## src/rtl/regfile_wb_arbiter_pkg.sv

```systemverilog
// Shared constants and types for the register-file write-back arbiter.
//   NUM_REGS / REG_ADDR_W : register file geometry
//   REQ_ALU / REQ_MEM     : requester indices into the grant vector
package regfile_wb_arbiter_pkg;
    localparam int NUM_REGS   = 32;
    localparam int REG_ADDR_W = 5;
    localparam int NUM_REQ    = 2;
    localparam int REQ_ALU    = 0;
    localparam int REQ_MEM    = 1;

    typedef logic [REG_ADDR_W-1:0] reg_addr_t;
endpackage

```

## src/rtl/regfile_wb_arbiter_if.sv

```systemverilog
// Write-back bus between the two requesters, issue logic and the register file.
//   req0_* / req1_* : valid/ready write-back requests (rd, data)
//   rsv_*           : destination reservation from issue logic
//   RegWrite/W1/WD1 : registered register file write port controls
// Modports: arb (the arbiter side), src (requesters/issue/register file side).
interface regfile_wb_arbiter_if
    import regfile_wb_arbiter_pkg::*;
#(
    parameter int Width = 32
);
    logic             req0_valid;
    reg_addr_t        req0_rd;
    logic [Width-1:0] req0_data;
    logic             req0_ready;
    logic             req1_valid;
    reg_addr_t        req1_rd;
    logic [Width-1:0] req1_data;
    logic             req1_ready;
    logic             rsv_valid;
    reg_addr_t        rsv_rd;
    logic             RegWrite;
    reg_addr_t        W1;
    logic [Width-1:0] WD1;

    modport arb (
        input  req0_valid, req0_rd, req0_data, req1_valid, req1_rd, req1_data,
               rsv_valid, rsv_rd,
        output req0_ready, req1_ready, RegWrite, W1, WD1
    );

    modport src (
        output req0_valid, req0_rd, req0_data, req1_valid, req1_rd, req1_data,
               rsv_valid, rsv_rd,
        input  req0_ready, req1_ready, RegWrite, W1, WD1
    );
endinterface

```

## src/rtl/regfile_wb_arbiter_rr_arbiter2.sv

```systemverilog
// Two-way round-robin grant.
//   clk, rst  : clock, async active-high reset
//   valid_i   : request vector
//   advance_i : a transfer happened this cycle; move the pointer
//   grant_o   : one-hot grant (combinational)
// last_q holds the most recently granted index; it resets to 1 so that
// requester 0 wins the first contention.
module rr_arbiter2 (
    input  logic       clk,
    input  logic       rst,
    input  logic [1:0] valid_i,
    input  logic       advance_i,
    output logic [1:0] grant_o
);
    logic last_q, last_d;

    always_comb begin
        grant_o = valid_i;
        // Contention: the side not granted most recently wins.
        if (&valid_i) grant_o = last_q ? 2'b01 : 2'b10;
    end

    always_comb begin
        last_d = last_q;
        if (advance_i) last_d = grant_o[1];
    end

    always_ff @(posedge clk or posedge rst) begin
        if (rst) last_q <= 1'b1;
        else     last_q <= last_d;
    end
endmodule

```

## src/rtl/regfile_wb_arbiter.sv

```systemverilog
// Write-back arbiter and busy scoreboard for the 32-entry register file.
//   clk, rst : clock, async active-high reset
//   bus      : write-back interface (arb modport): requests, reservation,
//              registered RegWrite/W1/WD1
//   busy     : per-register outstanding-write scoreboard (bit 0 always 0)
module regfile_wb_arbiter
    import regfile_wb_arbiter_pkg::*;
#(
    parameter int Width = 32
) (
    input  logic                clk,
    input  logic                rst,
    regfile_wb_arbiter_if.arb   bus,
    output logic [NUM_REGS-1:0] busy
);
    logic [NUM_REQ-1:0]                 req_valid, grant;
    logic [NUM_REQ-1:0][REG_ADDR_W-1:0] req_rd;
    logic [NUM_REQ-1:0][Width-1:0]      req_data;
    logic                               xfer;
    reg_addr_t                          rd_sel;
    logic [Width-1:0]                   data_sel;

    logic                RegWrite_q;
    reg_addr_t           W1_q;
    logic [Width-1:0]    WD1_q;
    logic [NUM_REGS-1:0] busy_q, busy_d;

    assign req_valid[REQ_ALU] = bus.req0_valid;
    assign req_valid[REQ_MEM] = bus.req1_valid;
    assign req_rd[REQ_ALU]    = bus.req0_rd;
    assign req_rd[REQ_MEM]    = bus.req1_rd;
    assign req_data[REQ_ALU]  = bus.req0_data;
    assign req_data[REQ_MEM]  = bus.req1_data;

    rr_arbiter2 u_rr (
        .clk       (clk),
        .rst       (rst),
        .valid_i   (req_valid),
        .advance_i (xfer),
        .grant_o   (grant)
    );

    // Grant is only ever given to a valid requester, so any grant is a transfer.
    assign xfer           = |grant;
    assign bus.req0_ready = grant[REQ_ALU];
    assign bus.req1_ready = grant[REQ_MEM];
    assign rd_sel         = grant[REQ_MEM] ? req_rd[REQ_MEM]   : req_rd[REQ_ALU];
    assign data_sel       = grant[REQ_MEM] ? req_data[REQ_MEM] : req_data[REQ_ALU];

    // x0 writes complete the handshake but never assert the write enable.
    always_ff @(posedge clk or posedge rst) begin
        if (rst) begin
            RegWrite_q <= 1'b0;
            W1_q       <= '0;
            WD1_q      <= '0;
        end else begin
            RegWrite_q <= xfer && (rd_sel != '0);
            if (xfer) begin
                W1_q  <= rd_sel;
                WD1_q <= data_sel;
            end
        end
    end

    // Clear on the commit edge, then apply a new reservation so that it
    // supersedes a completing write to the same register.
    always_comb begin
        busy_d = busy_q;
        if (RegWrite_q) busy_d[W1_q] = 1'b0;
        if (bus.rsv_valid && bus.rsv_rd != '0) busy_d[bus.rsv_rd] = 1'b1;
        busy_d[0] = 1'b0;
    end

    always_ff @(posedge clk or posedge rst) begin
        if (rst) busy_q <= '0;
        else     busy_q <= busy_d;
    end

    assign bus.RegWrite = RegWrite_q;
    assign bus.W1       = W1_q;
    assign bus.WD1      = WD1_q;
    assign busy         = busy_q;
endmodule

```

## src/flat_wrapper.sv

```systemverilog
// flat-port wrapper written by rule: the top's interface ports become plain ports
module regfile_wb_arbiter_flat import regfile_wb_arbiter_pkg::*;
#(
    parameter int Width = 32
)
  (clk, rst, busy, bus_req0_valid, bus_req0_rd, bus_req0_data, bus_req1_valid, bus_req1_rd, bus_req1_data, bus_rsv_valid, bus_rsv_rd, bus_req0_ready, bus_req1_ready, bus_RegWrite, bus_W1, bus_WD1);
  regfile_wb_arbiter_if #(.Width(Width)) bus_i ();
  input  logic clk;
  input  logic rst;
  output logic [NUM_REGS-1:0] busy;
  input wire logic [$bits(bus_i.req0_valid)-1:0] bus_req0_valid;
  input wire logic [$bits(bus_i.req0_rd)-1:0] bus_req0_rd;
  input wire logic [$bits(bus_i.req0_data)-1:0] bus_req0_data;
  input wire logic [$bits(bus_i.req1_valid)-1:0] bus_req1_valid;
  input wire logic [$bits(bus_i.req1_rd)-1:0] bus_req1_rd;
  input wire logic [$bits(bus_i.req1_data)-1:0] bus_req1_data;
  input wire logic [$bits(bus_i.rsv_valid)-1:0] bus_rsv_valid;
  input wire logic [$bits(bus_i.rsv_rd)-1:0] bus_rsv_rd;
  output wire logic [$bits(bus_i.req0_ready)-1:0] bus_req0_ready;
  output wire logic [$bits(bus_i.req1_ready)-1:0] bus_req1_ready;
  output wire logic [$bits(bus_i.RegWrite)-1:0] bus_RegWrite;
  output wire logic [$bits(bus_i.W1)-1:0] bus_W1;
  output wire logic [$bits(bus_i.WD1)-1:0] bus_WD1;
  assign bus_i.req0_valid = bus_req0_valid;
  assign bus_i.req0_rd = bus_req0_rd;
  assign bus_i.req0_data = bus_req0_data;
  assign bus_i.req1_valid = bus_req1_valid;
  assign bus_i.req1_rd = bus_req1_rd;
  assign bus_i.req1_data = bus_req1_data;
  assign bus_i.rsv_valid = bus_rsv_valid;
  assign bus_i.rsv_rd = bus_rsv_rd;
  assign bus_req0_ready = bus_i.req0_ready;
  assign bus_req1_ready = bus_i.req1_ready;
  assign bus_RegWrite = bus_i.RegWrite;
  assign bus_W1 = bus_i.W1;
  assign bus_WD1 = bus_i.WD1;
  regfile_wb_arbiter #(.Width(Width)) u_core (.clk(clk), .rst(rst), .bus(bus_i), .busy(busy));
endmodule
```

## config.mk

```make
export PLATFORM = sky130hd
export DESIGN_NAME = regfile_wb_arbiter_flat
export DESIGN_NICKNAME = d
export VERILOG_FILES = /design/src/rtl/regfile_wb_arbiter_pkg.sv /design/src/rtl/regfile_wb_arbiter_if.sv /design/src/rtl/regfile_wb_arbiter_rr_arbiter2.sv /design/src/rtl/regfile_wb_arbiter.sv /design/src/flat_wrapper.sv
export SDC_FILE = /design/constraint.sdc
export NUM_CORES = 1
export LEC_CHECK = 0
export CORE_ASPECT_RATIO = 0.6
export CORE_MARGIN = 2
export CORE_UTILIZATION = 43
export CTS_BUF_LIST = sky130_fd_sc_hd__clkbuf_16
export CTS_CLUSTER_DIAMETER = 50
export CTS_CLUSTER_SIZE = 14
export DETAILED_ROUTE_END_ITERATION = 6
export PLACE_DENSITY = 0.95
export SLEW_MARGIN = 40
export SYNTH_ARGS = -nofsm -noshare
export SYNTH_HDL_FRONTEND = slang
export SYNTH_SLANG_ARGS = --single-unit
```

## constraint.sdc

```tcl
create_clock -name clk -period 3.9 [get_ports clk]
set_input_delay 0.975 -clock clk [delete_from_list [all_inputs] [get_ports clk]]
set_output_delay 0.975 -clock clk [all_outputs]
set_load 0.03 [all_outputs]
```

==> results of run 1 <==
-- power breakdown --
part / switching, mW / total (mW) / internal (mW)
registers: 0.124 / 1.05 / 0.926
clock network: 0.286 / 0.835 / 0.549
logic: 0.696 / 1.23 / 0.536
total: 1.11 / 3.12 / 2.01
-- cell usage after synthesis (all sizes together) --
| cell type | n | area share, % |
|---|---|---|
| o21a | 1 | 0.24 |
| or4 | 2 | 0.49 |
| nand3 | 4 | 0.65 |
| o221a | 34 | 12 |
| nand2 | 3 | 0.37 |
| o21ai | 63 | 11 |
| mux2 | 3 | 1.1 |
| nand3b | 10 | 2.4 |
| inv | 4 | 0.49 |
| clkbuf | 6 | 0.77 |
| or3b | 6 | 1.7 |
| a21bo | 1 | 0.33 |
| or3 | 36 | 7.3 |
| conb | 1 | 0.12 |
| o22ai | 4 | 0.81 |
| buf | 10 | 2.0 |
| dfstp | 1 | 0.85 |
| dfrtp | 69 | 56 |
| nor2 | 10 | 1.2 |
-- state kept, by name, summed over array words and instances, names as in the netlist --
register / count
u_core.bus.WD1: 32
u_core.u_rr.last_q: 1
u_core.bus.W1: 5
u_core.bus.RegWrite: 1
u_core.busy: 31
-- kinds of logic after synthesis --
logic type             share of synthesized area [%]
multiplexers                                    1.10
AO/OA/AOI/OAI                                   24.4
AND/OR/NAND/NOR                                 14.2
other                                          0.122
flip-flops                                      56.9
buffers and inverters                           3.25
-- worst register-to-register path, stage by stage (launching register included) --
cell and delay [ns]:
dfstp_2 0.58, a21bo_1 0.16, buf_4 0.40, o221a_1 0.29
-- layout make-up --
| class | instances | share of cell area [%] |
|---|---|---|
| clock buffer | 9 | 4.50 |
| clock inverter | 6 | 1.55 |
| inverter | 4 | 0.300 |
| multi-input combinational | 178 | 24.5 |
| sequential | 70 | 35.0 |
| tap | 87 | 2.17 |
| timing repair buffer | 162 | 32.0 |
-- metal layers --
layer	vias up	part of all wire, %
met1	1499	44
met3	10	7.5
met4	0	0.93
met5	-	0
li1	1358	-
met2	131	48
-- stage by stage --
step / hold slack [ns] / instances
after floorplan: 0.536 / 268
after global placement: 0.485 / 501
after detailed placement: 0.494 / 501
after CTS: 0.506 / 516
after global routing: 0.530 / 516
final: 0.505 / 516
-- worst max-delay path by stage --
stage | depth (start not counted) | endpoint | start | slack [ns]
after floorplan | 1 | u_core.bus.RegWrite | rst | 1.16
after global placement | 4 | bus_req1_ready | bus_req1_valid | 0.45
after detailed placement | 4 | bus_req1_ready | bus_req1_valid | 0.45
after CTS | 4 | bus_req1_ready | bus_req1_valid | 0.44
after global routing | 4 | bus_req1_ready | bus_req1_valid | 0.37
final | 4 | bus_req1_ready | bus_req1_valid | 0.44
==> reports/results.tsv, run 1 <==
stage	metric	value	unit
floorplanning	Die H	69.6	um
finish	# fillers	467	
detailed_routing	antenna-violating nets left	0	
place	pre-CTS setup slack	0.445	ns
grt	global-route track usage on met3	7.78	%
floorplanning	Die X	113	um
timing	fin crit share	88.8	%
detailed_routing	DR vias	2998	
timing	final setup TNS	0	ns
grt	total gr overflow	0	
power	leakage	1.89	nW
worst_hold_path	Hold Path Depth	2	
grt	GR Util All Layers	26.8	%
cts	TritonCTS Sinks	70	
power	power density cells	622	mW/mm2
worst_hold_path	Hold Path Sink	u_core.busy[5]	
synth	Seq cells post-synth	70	
place	# port buffers	154	
synth	Syn Std Cell Area	0.00308	mm2
grt	largest net degree at the start of global routing	39	
grt	vias in the first global route	3100	
detailed_routing	DRT Pass-1 Iters	7	
finish	most frequent cells in the layout	154 x clkdlybuf4s50_1, 69 x dfrtp_1, 36 x or3_1	
status	status	complete, but fails checks	
critical_path	Startpoint Class	input port	
grt	M2 GR Usage	44.0	%
synth	Post-Synthesis Cells	268	
critical_path	Worst R2R End	u_core.bus.WD1[1]	
grt	routing usage on met1	35.2	%
critical_path	cell depth of the worst flop-to-flop path	3	
detailed_routing	drt drc	9	
timing	Hold Vio Cnt, Final	0	
critical_path	Crit path max-delay family	buffers and inverters	
floorplanning	initial core utilization	45.3	%
cts	clk root buf	clkbuf_16	
cts	H-tree level count	3	
timing	Final Critical Period	3.46	ns
floorplanning	I/O pins	156	
critical_path	CP endpoint kind	output pin	
status	failing checks	design-rule violations	
cts	CTS tree	built	
place	GPL Wtd Cong	0.862	
cts	Clk Latency, worst-skew pair	0.32	ns
critical_path	CP max stage cell	clkdlybuf4s50_1	
timing	Max Clk Rate	289	MHz
critical_path	Worst EP arrival	2.49	ns
finish	# diodes	0	
critical_path	CP Data Required Time	2.92	ns
worst_hold_path	worst hold start	u_core.busy[5]	
cts	total CTS buffers	9	
grt	GR peak layer	met2	
finish	Final Util	73.7	%
finish	commonest non-fill, non-tap cell in the layout	clkdlybuf4s50_1	
timing	Slew @ Worst Pin	0.689	ns
synth	Seq/Total Area, Yosys	56.9	%
critical_path	worst-path cell chain	clkdlybuf4s50_1, a21bo_1, inv_2, clkdlybuf4s50_1	
finish	nets@finish	509	
place	DP HPWL	7430	um
critical_path	crit-path max FO	4	
timing	fin. max-slew vios	0	
grt	initial antenna violation count	0	
synth	Avg Cell Area, Syn	11.5	um2
place	placed inst area	0.00470	mm2
detailed_routing	final WL	10500	um
cts	Post-CTS Setup Bufs	0	
critical_path	WP buf/inv	3	
finish	Multi-input gate area	0.00123	mm2
cts	Worst-path clk slew	0.05	ns
synth	Post-Synthesis Net Count	352	
critical_path	Setup CP Type	input port to output pin	
detailed_routing	DRT iter0 DRCs	142	
floorplanning	Row Count	23	
timing	RSZ-0062 raised after global routing	false	
detailed_routing	vias per inst	5.81	
synth	post-synth cell types	27	
job	Max Cap Viol	0	
finish	Synth-to-Final Area Change	62.6	%
timing	Setup WS post-layout	0.438	ns
timing	final setup fails	0	
floorplanning	core area	0.00679	mm2
finish	Register Area	0.00175	mm2
critical_path	Largest stage delay, worst path	0.69	ns
power	worst vdd ir	405	uV
power	power consumption	3.12	mW
synth	Ys Warns	0	
cts	Hold Buf Count CTS	0	
critical_path	RR Startpoint	u_core.u_rr.last_q	
finish	fin area	0.00501	mm2
timing	clock skew	0.00570	ns
cts	CTS max path bufs	2	
grt	first-pass GRT wire length	16500	um
detailed_routing	wire per inst	20.3	um
floorplanning	Die Footprint	0.00788	mm2
critical_path	cell mode on critical path	clkdlybuf4s50_1	
worst_hold_path	type of the most critical hold path	flip-flop to flip-flop	
timing	Rel. slew slack	54.0	%
finish	layout cells sized above 1	8.86	%
critical_path	worst reg2reg setup slack	2.41	ns
cts	post_cts resized	0	
(Power assumes the default switching activity.)
==> inputs of run 2 (changes only) <==
- GPL_TIMING_DRIVEN: not set -> 0
==> run 2 against run 1 <==
Compared with the run above: the flow still finishes with violations (design-rule violations); design area is 1.1% higher; largest power group unchanged; largest cell class unchanged; global-route usage is 0.37 points higher; highest routed layer unchanged; setup slack worse by 0.35 ns.
==> reports/results.tsv, run 2 (synthesis gave the netlist of run 1 again) <==
stage	metric	value	unit
timing	Rel. slew slack	60.8	%
place	dpl cells	510	
job	Max Cap Viol	0	
finish	layout cells sized above 1	10.0	%
place	# port buffers	154	
finish	Finished Layout Cells	525	
place	GPL Wtd Cong	0.851	
timing	Hold Vio Cnt, Final	0	
timing	Slew @ Worst Pin	0.588	ns
detailed_routing	DRT iter0 DRCs	252	
floorplanning	initial core utilization	45.3	%
critical_path	Worst EP arrival	2.84	ns
timing	final setup TNS	0	ns
detailed_routing	DR vias	3071	
place	DP HPWL	8140	um
timing	Hold WS	0.500	ns
cts	Worst-path clk slew	0.06	ns
timing	final setup fails	0	
grt	first-pass GRT wire length	16700	um
place	placed inst area	0.00475	mm2
detailed_routing	wire per inst	20.3	um
grt	largest net degree at the start of global routing	39	
timing	Final Critical Period	3.82	ns
critical_path	Setup CP Type	input port to output pin	
detailed_routing	final WL	10600	um
finish	Synth-to-Final Area Change	64.5	%
cts	Hold Buf Count CTS	0	
floorplanning	Die X	113	um
cts	clk root buf	clkbuf_16	
worst_hold_path	type of the most critical hold path	flip-flop to flip-flop	
timing	fin. max-slew vios	0	
detailed_routing	DRT Pass-1 Iters	7	
cts	total CTS buffers	9	
timing	clock skew	0.00496	ns
floorplanning	core area	0.00679	mm2
grt	GR Util All Layers	27.2	%
grt	initial antenna violation count	0	
status	failing checks	design-rule violations	
critical_path	Startpoint Class	input port	
detailed_routing	drt drc	10	
critical_path	CP Data Required Time	2.92	ns
cts	Post-CTS Setup Bufs	0	
critical_path	CP endpoint kind	output pin	
floorplanning	I/O pins	156	
finish	most frequent cells in the layout	154 x clkdlybuf4s50_1, 69 x dfrtp_1, 36 x or3_1	
detailed_routing	antenna-violating nets left	0	
power	leakage	1.92	nW
grt	vias in the first global route	3146	
detailed_routing	vias per inst	5.85	
timing	fin crit share	97.8	%
power	worst vdd ir	390	uV
finish	fin area	0.00506	mm2
finish	# diodes	0	
status	status	complete, but fails checks	
cts	TritonCTS Sinks	70	
floorplanning	Die H	69.6	um
finish	nets@finish	518	
cts	CTS max path bufs	2	
cts	H-tree level count	3	
cts	CTS tree	built	
critical_path	crit-path max FO	10	
finish	Largest register FFs	32	
timing	Max Clk Rate	262	MHz
cts	Clk Latency, worst-skew pair	0.32	ns
grt	total gr overflow	0	
finish	commonest non-fill, non-tap cell in the layout	clkdlybuf4s50_1	
floorplanning	Die Footprint	0.00788	mm2
floorplanning	Row Count	23	
timing	RSZ-0062 raised after global routing	false	
power	power density cells	621	mW/mm2
cts	post_cts resized	0	
run 2: changes by cell type in the layout (fill, tap and decap cells not counted), sizes merged:
cell	before	now
clkbuf	9	15
buf	8	11
run 2: per-layer routing:
layer | part of all wire (%) | GRT usage [%]
met3 | 8.8 | 6.91
met2 | 47 | 44.4
met1 | 43 | 36.4
met4 | 1.1 | 7.05
met5 | 0 | 0
run 2: final timing paths:
kind / startpoint / to / slack (ns) / depth (start not counted)
worst max-delay path: bus_req1_valid / bus_req0_ready / 0.08 / 6
worst min-delay path: u_core.busy[11] / u_core.busy[11] / 0.50 / 2
worst max register to register: u_core.u_rr.last_q / u_core.bus.WD1[29] / 2.34 / 3
worst min register to register: u_core.busy[11] / u_core.busy[11] / 0.50 / 2
max in group asynchronous: rst / u_core.bus.WD1[17] / 2.31 / 3
min in group asynchronous: rst / u_core.bus.WD1[30] / 1.04 / 2
run 2: power by group:
part	internal (mW)	switching, mW
logic	0.539	0.700
registers	0.926	0.126
clock network	0.556	0.298
run 2: per-stage QoR:
step / power [mW] / util (%) / setup slack (ns)
finish: 3.15 / 74.6 / 0.0839
global route: 3.28 / 74.6 / 0.0120
CTS: 3.16 / 74.6 / 0.0917
detailed placement: 2.30 / 70.0 / 0.0964
global placement: 2.25 / 69.6 / 0.0606
floorplan: 1.68 / - / 1.16
run 2: worst max-delay path: stages:
cell	delay, ns
clkdlybuf4s50_1	0.52
inv_1	0.09
o21ai_4	0.30
buf_2	0.32
inv_2	0.04
clkdlybuf4s50_1	0.59
run 2: final cells by class:
type                       count  area (um2)
timing repair buffer         155        1560
multi-input combinational    178        1230
sequential                    70        1750
fill                         463        1730
clock inverter                 6        87.6
buffer                        16        85.1
tap                           87         109
clock buffer                   9         225
inverter                       4        17.5
